$ cat config.mk
export PLATFORM = sky130hd
export DESIGN_NAME = cache_miss_ctrl
export DESIGN_NICKNAME = d
export VERILOG_FILES = /design/src/rtl/cache_miss_ctrl_pkg.sv /design/src/rtl/cache_miss_ctrl_lru_table.sv /design/src/rtl/cache_miss_ctrl.sv
export SDC_FILE = /design/constraint.sdc
export NUM_CORES = 1
export LEC_CHECK = 0
export BUFFER_PORTS_ARGS = -buffer_cell sky130_fd_sc_hd__buf_2
export CORE_MARGIN = 2
export CORE_UTILIZATION = 27
export DETAILED_ROUTE_END_ITERATION = 8
export HOLD_SLACK_MARGIN = 0.1
export PLACE_DENSITY = 0.49
export SYNTH_ARGS = -nofsm -noshare
export SYNTH_HDL_FRONTEND = slang
export SYNTH_HIERARCHICAL = 1
export SYNTH_SLANG_ARGS = --single-unit
$ cat constraint.sdc
create_clock -name clk -period 6.43 [get_ports clk]
set_input_delay 0 -clock clk [delete_from_list [all_inputs] [get_ports clk]]
set_output_delay 0 -clock clk [all_outputs]
set_load 0.02 [all_outputs]
$ cat src/rtl/cache_miss_ctrl_pkg.sv
// Shared types and default geometry for the data-cache miss/write-through sequencer.
// Geometry-dependent widths inside the controller are derived from its own parameters.
package cache_pkg;

  localparam int DEF_ADDR_W     = 32;
  localparam int DEF_SETS       = 8;
  localparam int DEF_LINE_WORDS = 4;

  localparam int OFF_W = $clog2(DEF_LINE_WORDS);
  localparam int IDX_W = $clog2(DEF_SETS);
  localparam int TAG_W = DEF_ADDR_W - 2 - OFF_W - IDX_W;

  typedef enum logic [1:0] {
    IDLE   = 2'd0,
    REFILL = 2'd1,
    WRITE  = 2'd2,
    DONE   = 2'd3
  } state_t;

  typedef struct packed {
    logic [TAG_W-1:0] tag;
    logic [IDX_W-1:0] idx;
    logic [OFF_W-1:0] off;
  } addr_split_t;

  function automatic addr_split_t split_addr(input logic [DEF_ADDR_W-1:0] addr);
    addr_split_t s;
    s.off = addr[2 +: OFF_W];
    s.idx = addr[2 + OFF_W +: IDX_W];
    s.tag = addr[DEF_ADDR_W-1 -: TAG_W];
    return s;
  endfunction

endpackage

$ cat src/rtl/cache_miss_ctrl_lru_table.sv
// Per-set LRU bit storage for the 2-way cache; each bit names the victim way of its set.
module lru_table
  import cache_pkg::*;
#(
  parameter int SETS  = DEF_SETS,
  parameter int IDX_BITS = $clog2(SETS)
) (
  input  logic                clk,
  input  logic                rst_n,
  input  logic [IDX_BITS-1:0] rd_idx,
  output logic                rd_bit,
  input  logic                wr_en,
  input  logic [IDX_BITS-1:0] wr_idx,
  input  logic                wr_bit
);

  logic [SETS-1:0] bits;

  always_ff @(posedge clk or negedge rst_n) begin
    if (!rst_n) begin
      bits <= '0;
    end else if (wr_en) begin
      bits[wr_idx] <= wr_bit;
    end
  end

  assign rd_bit = bits[rd_idx];

endmodule

$ cat src/rtl/cache_miss_ctrl.sv
// Miss / write-through sequencer for the 2-way set-associative D-cache in the M stage:
// stalls the pipeline, refills the LRU victim on load miss, holds stores until memory acks.
module cache_miss_ctrl
  import cache_pkg::*;
#(
  parameter int ADDR_W     = DEF_ADDR_W,
  parameter int SETS       = DEF_SETS,
  parameter int LINE_WORDS = DEF_LINE_WORDS,
  localparam int OFF_BITS  = $clog2(LINE_WORDS),
  localparam int IDX_BITS  = $clog2(SETS)
) (
  input  logic                clk,
  input  logic                rst_n,
  input  logic                load_m,
  input  logic                store_m,
  input  logic [ADDR_W-1:0]   addr_m,
  input  logic [1:0]          hit_way,
  output logic                stall,
  output logic                mem_req,
  output logic                mem_we,
  output logic [ADDR_W-1:0]   mem_addr,
  input  logic                mem_ready,
  output logic                refill_we,
  output logic                refill_way,
  output logic [OFF_BITS-1:0] refill_off,
  output logic                line_valid
);

  localparam int BASE_W = ADDR_W - 2 - OFF_BITS;
  localparam logic [OFF_BITS-1:0] LAST_BEAT = OFF_BITS'(LINE_WORDS - 1);

  state_t state, state_nxt;

  logic [OFF_BITS-1:0] cnt;
  logic [IDX_BITS-1:0] idx, idx_q;
  logic [BASE_W-1:0]   base_q;
  logic [ADDR_W-3:0]   word_q;
  logic                victim_q;
  logic                from_refill_q;

  logic any_hit, miss;
  logic lru_rd, lru_we, lru_wbit;
  logic [IDX_BITS-1:0] lru_widx;
  logic unused_byte_off;

  assign idx             = addr_m[2 + OFF_BITS +: IDX_BITS];
  assign any_hit         = |hit_way;
  assign miss            = load_m & ~any_hit;
  assign unused_byte_off = ^addr_m[1:0];

  lru_table #(
    .SETS     (SETS),
    .IDX_BITS (IDX_BITS)
  ) u_lru (
    .clk    (clk),
    .rst_n  (rst_n),
    .rd_idx (idx),
    .rd_bit (lru_rd),
    .wr_en  (lru_we),
    .wr_idx (lru_widx),
    .wr_bit (lru_wbit)
  );

  always_ff @(posedge clk or negedge rst_n) begin
    if (!rst_n) begin
      state <= IDLE;
    end else begin
      state <= state_nxt;
    end
  end

  // Miss/store context is captured on the IDLE cycle so later states never depend on addr_m.
  always_ff @(posedge clk or negedge rst_n) begin
    if (!rst_n) begin
      cnt           <= '0;
      idx_q         <= '0;
      base_q        <= '0;
      word_q        <= '0;
      victim_q      <= 1'b0;
      from_refill_q <= 1'b0;
    end else begin
      case (state)
        IDLE: begin
          if (miss) begin
            cnt           <= '0;
            idx_q         <= idx;
            base_q        <= addr_m[ADDR_W-1 -: BASE_W];
            victim_q      <= lru_rd;
            from_refill_q <= 1'b1;
          end else if (store_m) begin
            word_q        <= addr_m[ADDR_W-1:2];
            from_refill_q <= 1'b0;
          end
        end
        REFILL: begin
          if (mem_ready && cnt != LAST_BEAT) begin
            cnt <= cnt + 1'b1;
          end
        end
        default: ;
      endcase
    end
  end

  always_comb begin
    state_nxt = state;
    case (state)
      IDLE: begin
        if (miss) begin
          state_nxt = REFILL;
        end else if (store_m) begin
          state_nxt = WRITE;
        end
      end
      REFILL:  if (mem_ready && cnt == LAST_BEAT) state_nxt = DONE;
      WRITE:   if (mem_ready) state_nxt = DONE;
      DONE:    state_nxt = IDLE;
      default: state_nxt = IDLE;
    endcase
  end

  // Outputs are forced low while reset is asserted, independent of M-stage inputs.
  always_comb begin
    stall      = 1'b0;
    mem_req    = 1'b0;
    mem_we     = 1'b0;
    mem_addr   = '0;
    refill_we  = 1'b0;
    refill_way = 1'b0;
    refill_off = '0;
    line_valid = 1'b0;
    if (rst_n) begin
      case (state)
        IDLE: stall = miss | store_m;
        REFILL: begin
          stall    = 1'b1;
          mem_req  = 1'b1;
          mem_addr = {base_q, cnt, 2'b00};
          if (mem_ready) begin
            refill_we  = 1'b1;
            refill_way = victim_q;
            refill_off = cnt;
            line_valid = (cnt == LAST_BEAT);
          end
        end
        WRITE: begin
          stall    = 1'b1;
          mem_req  = 1'b1;
          mem_we   = 1'b1;
          mem_addr = {word_q, 2'b00};
        end
        default: ;
      endcase
    end
  end

  always_comb begin
    lru_we   = 1'b0;
    lru_widx = idx;
    lru_wbit = 1'b0;
    if (state == IDLE && (load_m || store_m) && any_hit) begin
      lru_we   = 1'b1;
      lru_widx = idx;
      lru_wbit = ~hit_way[1];
    end else if (state == DONE && from_refill_q) begin
      lru_we   = 1'b1;
      lru_widx = idx_q;
      lru_wbit = ~victim_q;
    end
  end

  a_no_load_and_store: assert property (@(posedge clk) disable iff (!rst_n) !(load_m && store_m));

endmodule

* Yosys cells after proc, flatten, opt, wreduce, memory -nomap -nowiden
Index checks and enable logic that the tools add are counted.
** Cells by class
- Reduce and logical (&&, ||, !) cells :: 17
- Magnitude comparators :: 3
- Add/subtract/negate cells :: 1
- Mux-type cells :: 41
- Bitwise operators :: 6
- Equal/unequal tests :: 10
** Operator list (number)
- case mux 32 bit (2 select lines) :: 1
- 2-to-1 mux 32 bit :: 1
- 2-to-1 mux 1 bit :: 22
- 2-to-1 mux 2 bit :: 9
- inequality test 2 bit (second input constant) :: 5
- AND reduction 3 bit :: 3
- bitwise mux 8 bit :: 1
- < comparator 3 x 4 -> 1 bit (second input constant) :: 2
- case mux 2 bit (4 select lines) :: 1
- equality test 2 bit (second input constant) :: 3
- logical AND 1 bit :: 6
- 2-to-1 mux 3 bit :: 2
- inverter 1 bit :: 4
- case mux 2 bit (2 select lines) :: 1
- AND reduction 2 bit :: 2
- nonzero test 2 bit :: 2
- OR reduction 2 bit :: 2
- binary-select mux 1 bit (select 3 bit) :: 1
- demux 1 bit (select 3 bit) :: 1
- >= comparator 3 x 1 -> 1 bit (second input constant) :: 1
- inequality test 3 bit (second input constant) :: 1
- adder 2 x 1 -> 2 bit (second input constant) :: 1
- equality test 2 x 1 -> 1 bit (second input constant) :: 1
- zero test 2 bit :: 1
- 4 further kinds :: 4
** Storage, ports and cells
- Output and inout port bits :: 40
- Bits in registers :: 75
- Bits of input ports :: 39

* Logic depth before layout (Yosys ltp)
- Depth after elaboration :: 9
- Mapped depth :: 8
- Depth with buffers taken out :: 7

* By module
Netlist, hierarchy kept.
** Modules (own cells, without submodules)
- cache_miss_ctrl :: cells an instance 262, area an instance 3325.7 sq um, instances 1, sequential area each 1601.5 sq um
- lru_table :: cells an instance 27, area an instance 432.9 sq um, instances 1, sequential area each 200.2 sq um

* Worst setup path before layout
OpenSTA, ideal clock, no wires.
- Path type :: reg-to-reg
- Start point :: register state[0]
- End point :: register u_lru.bits[0]
- Arrival time :: 2.182 ns
- Cell stages (with the launch flop) :: 9
- Period minus slack after synthesis :: 2.306 ns
- Path slack :: 4.124 ns
- Library setup time :: 0.125 ns
- Cells stage by stage :: dfrtp_1 inv_1 ha_1 buf_4 o221ai_1 and2b_1 mux2_2 nor4b_1 mux2_2
** On the way
- Cells in the longest elaborated chain, start to end :: 9
** RTL lines
- start: declaration :: line cache_miss_ctrl.sv:32 : state_t state, state_nxt;
- start signal: assignment :: line cache_miss_ctrl.sv:68 : state <= state_nxt;
- equality test 2 bit or zero test 2 bit (tied branches) :: line cache_miss_ctrl.sv:165, cache_miss_ctrl.sv:161
- logical AND 1 bit, on equally long branches :: line cache_miss_ctrl.sv:165, cache_miss_ctrl.sv:161
- 2-to-1 mux 3 bit or logical AND 1 bit (tied branches) :: line cache_miss_ctrl.sv:165, cache_miss_ctrl.sv:161
- 2-to-1 mux 3 bit (*) :: line cache_miss_ctrl.sv:161 : if (state == IDLE && (load_m || store_m) && any_hit) begin
- via lru_widx[0] :: line cache_miss_ctrl.sv:43 : logic [IDX_BITS-1:0] lru_widx;
- < comparator 3 x 4 -> 1 bit (implied by the code) or >= comparator 3 x 1 -> 1 bit (tied branches) :: line cache_miss_ctrl_lru_table.sv:23 : bits[wr_idx] <= wr_bit;
- logical AND 1 bit (implied by the code) :: line cache_miss_ctrl_lru_table.sv:23
- 2-to-1 mux 1 bit (implied by the code) :: line cache_miss_ctrl_lru_table.sv:23
- demux 1 bit (select 3 bit) (*)
- bitwise mux 8 bit (*) :: line cache_miss_ctrl_lru_table.sv:23
- end signal: indexed assignment :: line cache_miss_ctrl_lru_table.sv:23
- end: declaration :: line cache_miss_ctrl_lru_table.sv:17 : logic [SETS-1:0] bits;
The timed path passes the listed nets; every way through them passes the cells marked *.
A chain may end at the register's enable or synchronous reset.

* Final worst setup path
Same ends and word-level chain as after synthesis.

==> summary.md <==
| Metric | Value |
|---|---|
| Status | finished, final reports clean |
| Multi-input gate area | approximately 0.0018 mm² |
| Crit start category | flip-flop |
| Final setup viols | 0 |
| Largest area contributor in the netlist | dfrtp_1 |
| Drt wl/cell | ~16 µm |
| Port buffer count | 74 |
| Vias per std cell | about 4.7 |
| CP max FO | 11 |
| WS Path Type | reg2reg |
| ANT nets after route | 0 |
| Leakage power | approximately 2.3 nW |
| Share of cells above drive strength 1 | 0.441 |
| Wire length of the first global-routing pass | 14,900 µm |
| Worst Clk Skew | roughly 3.5 ps |
| GRT Residual Overflow | 0 |
| Number of global-route vias before repair | around 2,900 |
| Hold Crit Start | hit_way[0] |
| Number of synthesized register bits | between 70 and 80 |
| Number of flops mapped to enable cells by yosys | 0 |
| Placed insts | 528 |
| Number of I/O pins | 79 |
| Distinct cells, synth | 39 |
| Routed wire length | between 9000 and 10,000 µm |
| RR Startpoint | state[0] |
| YS warnings | 6 |
| Die Span Y | between 100 and 150 µm |
| Area grow syn2layout | 29.5% |
| NumNets Final | 437 |
| DRT Pass-1 Iters | 5 |
| H-tree depth | 3 |
| Fin cells | between 500 and 600 |
| Most frequent cells in the layout | 73 x buf_2, 72 x dfrtp_1, 41 x mux2_2, 33 x dlygate4sd3_1, 31 x a22oi_1 |
| Type of the worst min-delay path | in2reg |
| DR DRC count | 0 |
| Minimum clock period | between 2000 and 3000 ps |
| Clock Tree Buf Depth | 2 |
| Final period util | 0.421 |
| GRT Util Overall | 0.132 |
| Most common cell after layout, fill and taps aside | buf_2 |
| Hold Fails Final Rpt | 0 |
| Syn Inst Count | 289 |
| Fill count | 1,387 |
| Worst Setup End Kind | flip-flop |
| 1st-iter DRT viols | ~150 |
| Synth area leaders | dfrtp_1 48%, mux2_2 12%, mux2_4 12% |
| Data required time of the worst path | 6660 ps |
| Max Cap Viol | 0 |
| Worst-Skew Late Latency | approximately 350 ps |
| Fmax | 0.369 GHz |
| Syn avg cell area | between 10 and 15 µm² |
| Tot Pwr | approximately 0.0022 W |
| Ys flop type | dfrtp_1 |
| Via count | 2,710 |
| RSZ-0062 raised after global routing | false |
| CP arrival | roughly 2900 ps |
| Antenna diodes | 0 |
| Post-DP HPWL | about 5800 µm |
| CTS buffer count | 9 |
| Least-Margin Pin Slew | a little under 1000 ps |
| Register-to-register setup slack | between 3000 and 4000 ps |
| Ys async rst share | 1.00 |
| Clk slew on worst S/H paths | around 60 ps |
| Total setup buffers inserted after CTS | 0 |
| Core ar. | ~0.014 mm² |
| CTS tree | done |
| CTS Sinks | 72 |
| Starting Density | 0.274 |
| Rel. slew slack | 0.358 |
| Die X | between 100 and 150 µm |
| Seq. cell area | between 0.0015 and 0.002 mm² |
| Pwr/cell area | about 460 mW/mm² |
| Max IR drop VDD | 0.151 mV |
| Crit path from | state[0] |
| Std cell rows | 43 |
| Final Max Tran Viols | 0 |
| Initial antenna violation count | 0 |
| Largest net degree at the start of global routing | 43 |
| GP Congestion | around 0.71 |
| Fin Setup TNS | 0 ps |
| Clk root buf | clkbuf_16 |
| Sequential-to-total area share from yosys stat | 0.479 |
| Post-synthesis instance area | approximately 0.0038 mm² |
| Die area | 0.0149 mm² |
| Area share of the largest cell type after synthesis | 0.479 |
kinds of logic (layout without fill, tap and decap cells):
| family | after synthesis | count (layout) | synth area share |
|---|---|---|---|
| other | 1 | 2 | 0.000998 |
| buffers and inverters | 26 | 133 | 0.0483 |
| and+or+nand+nor | 65 | 65 | 0.101 |
| muxes | 75 | 75 | 0.262 |
| DFF | 72 | 72 | 0.479 |
| AOI/OAI and AO/OA | 44 | 44 | 0.0889 |
| adders and majority gates | 6 | 6 | 0.0200 |
repair_timing:
item                      4_1_cts  5_1_grt
hold endpoints to repair       93        0
resized for setup               0        0
hold buffers                   33        0
registers in the layout, indices dropped and copies added (netlist names):
| signal | count |
|---|---|
| word_q | 30 |
| base_q | 26 |
| u_lru/bits | 8 |
| cnt | 2 |
| idx_q | 2 |
| state | 2 |
| from_refill_q | 1 |
| victim_q | 1 |
synthesized netlist by cell type, types with 3 or more instances:
library cell / n
nand2b_1: 4
inv_1: 6
nor2_1: 30
nand2_1: 4
clkbuf_1: 10
a21o_1: 3
nand4b_1: 3
a22oi_1: 31
nand4_1: 3
buf_12: 3
and2_1: 5
buf_6: 3
and4bb_2: 4
dfrtp_1: 72
mux2_2: 41
ha_1: 6
mux2_4: 30
buf_4: 3
layer usage:
| metal | up-vias | GRT usage | part of all wire | wire (µm) |
|---|---|---|---|---|
| met5 | - | 0 | 0 | 0 |
| met4 | 0 | 0.0330 | 0.011 | 99 |
| met3 | 9 | 0.0463 | 0.047 | 432 |
| met2 | 59 | 0.217 | 0.49 | 4470 |
| met1 | 1381 | 0.166 | 0.46 | 4200 |
| li1 | 1261 | - | - | - |
stage by stage:
| step | hold WS [ps] | area, µm² | setup WS [ps] | util |
|---|---|---|---|---|
| after floorplan | -296 | 3760 | 4120 | - |
| after global placement | -10.0 | 4230 | 3710 | 0.308 |
| after detailed placement | 3.87 | 4230 | 3700 | 0.308 |
| after CTS | 125 | 4870 | 3690 | 0.355 |
| after global routing | 160 | 4870 | 3450 | 0.355 |
| final | 127 | 4870 | 3720 | 0.355 |
worst max-delay path, cell delays in order (launching register included):
cell      delay [ps]
dfrtp_1          410
inv_1            130
ha_1             460
o221ai_1         290
and2b_1          260
mux2_2           340
nor4b_1          330
mux2_2           370
power breakdown:
group	switching [W]	internal [W]	leakage, nW	total [W]
Sequential	0.000132	0.000678	0.885	0.000810
Combinational	0.000442	0.000454	1.31	0.000895
Clock	0.000200	0.000312	0.145	0.000512
final timing paths:
path / cells past startpoint / end
setup reg to reg: 7 / u_lru/bits[0]
max in group asynchronous: 3 / word_q[6]
hold reg to reg: 1 / from_refill_q
setup / recovery: 7 / u_lru/bits[0]
hold / removal: 4 / cnt[1]
min in group asynchronous: 2 / word_q[15]
layout make-up:
cell class	instances	area share
clock buffers	10	0.0491
flip-flops and latches	72	0.370
repair buffers	111	0.151
well taps	180	0.0463
multi-input cells	192	0.365
clock inverters	6	0.0139
inverters	6	0.00463
(Power assumes the default switching activity.)
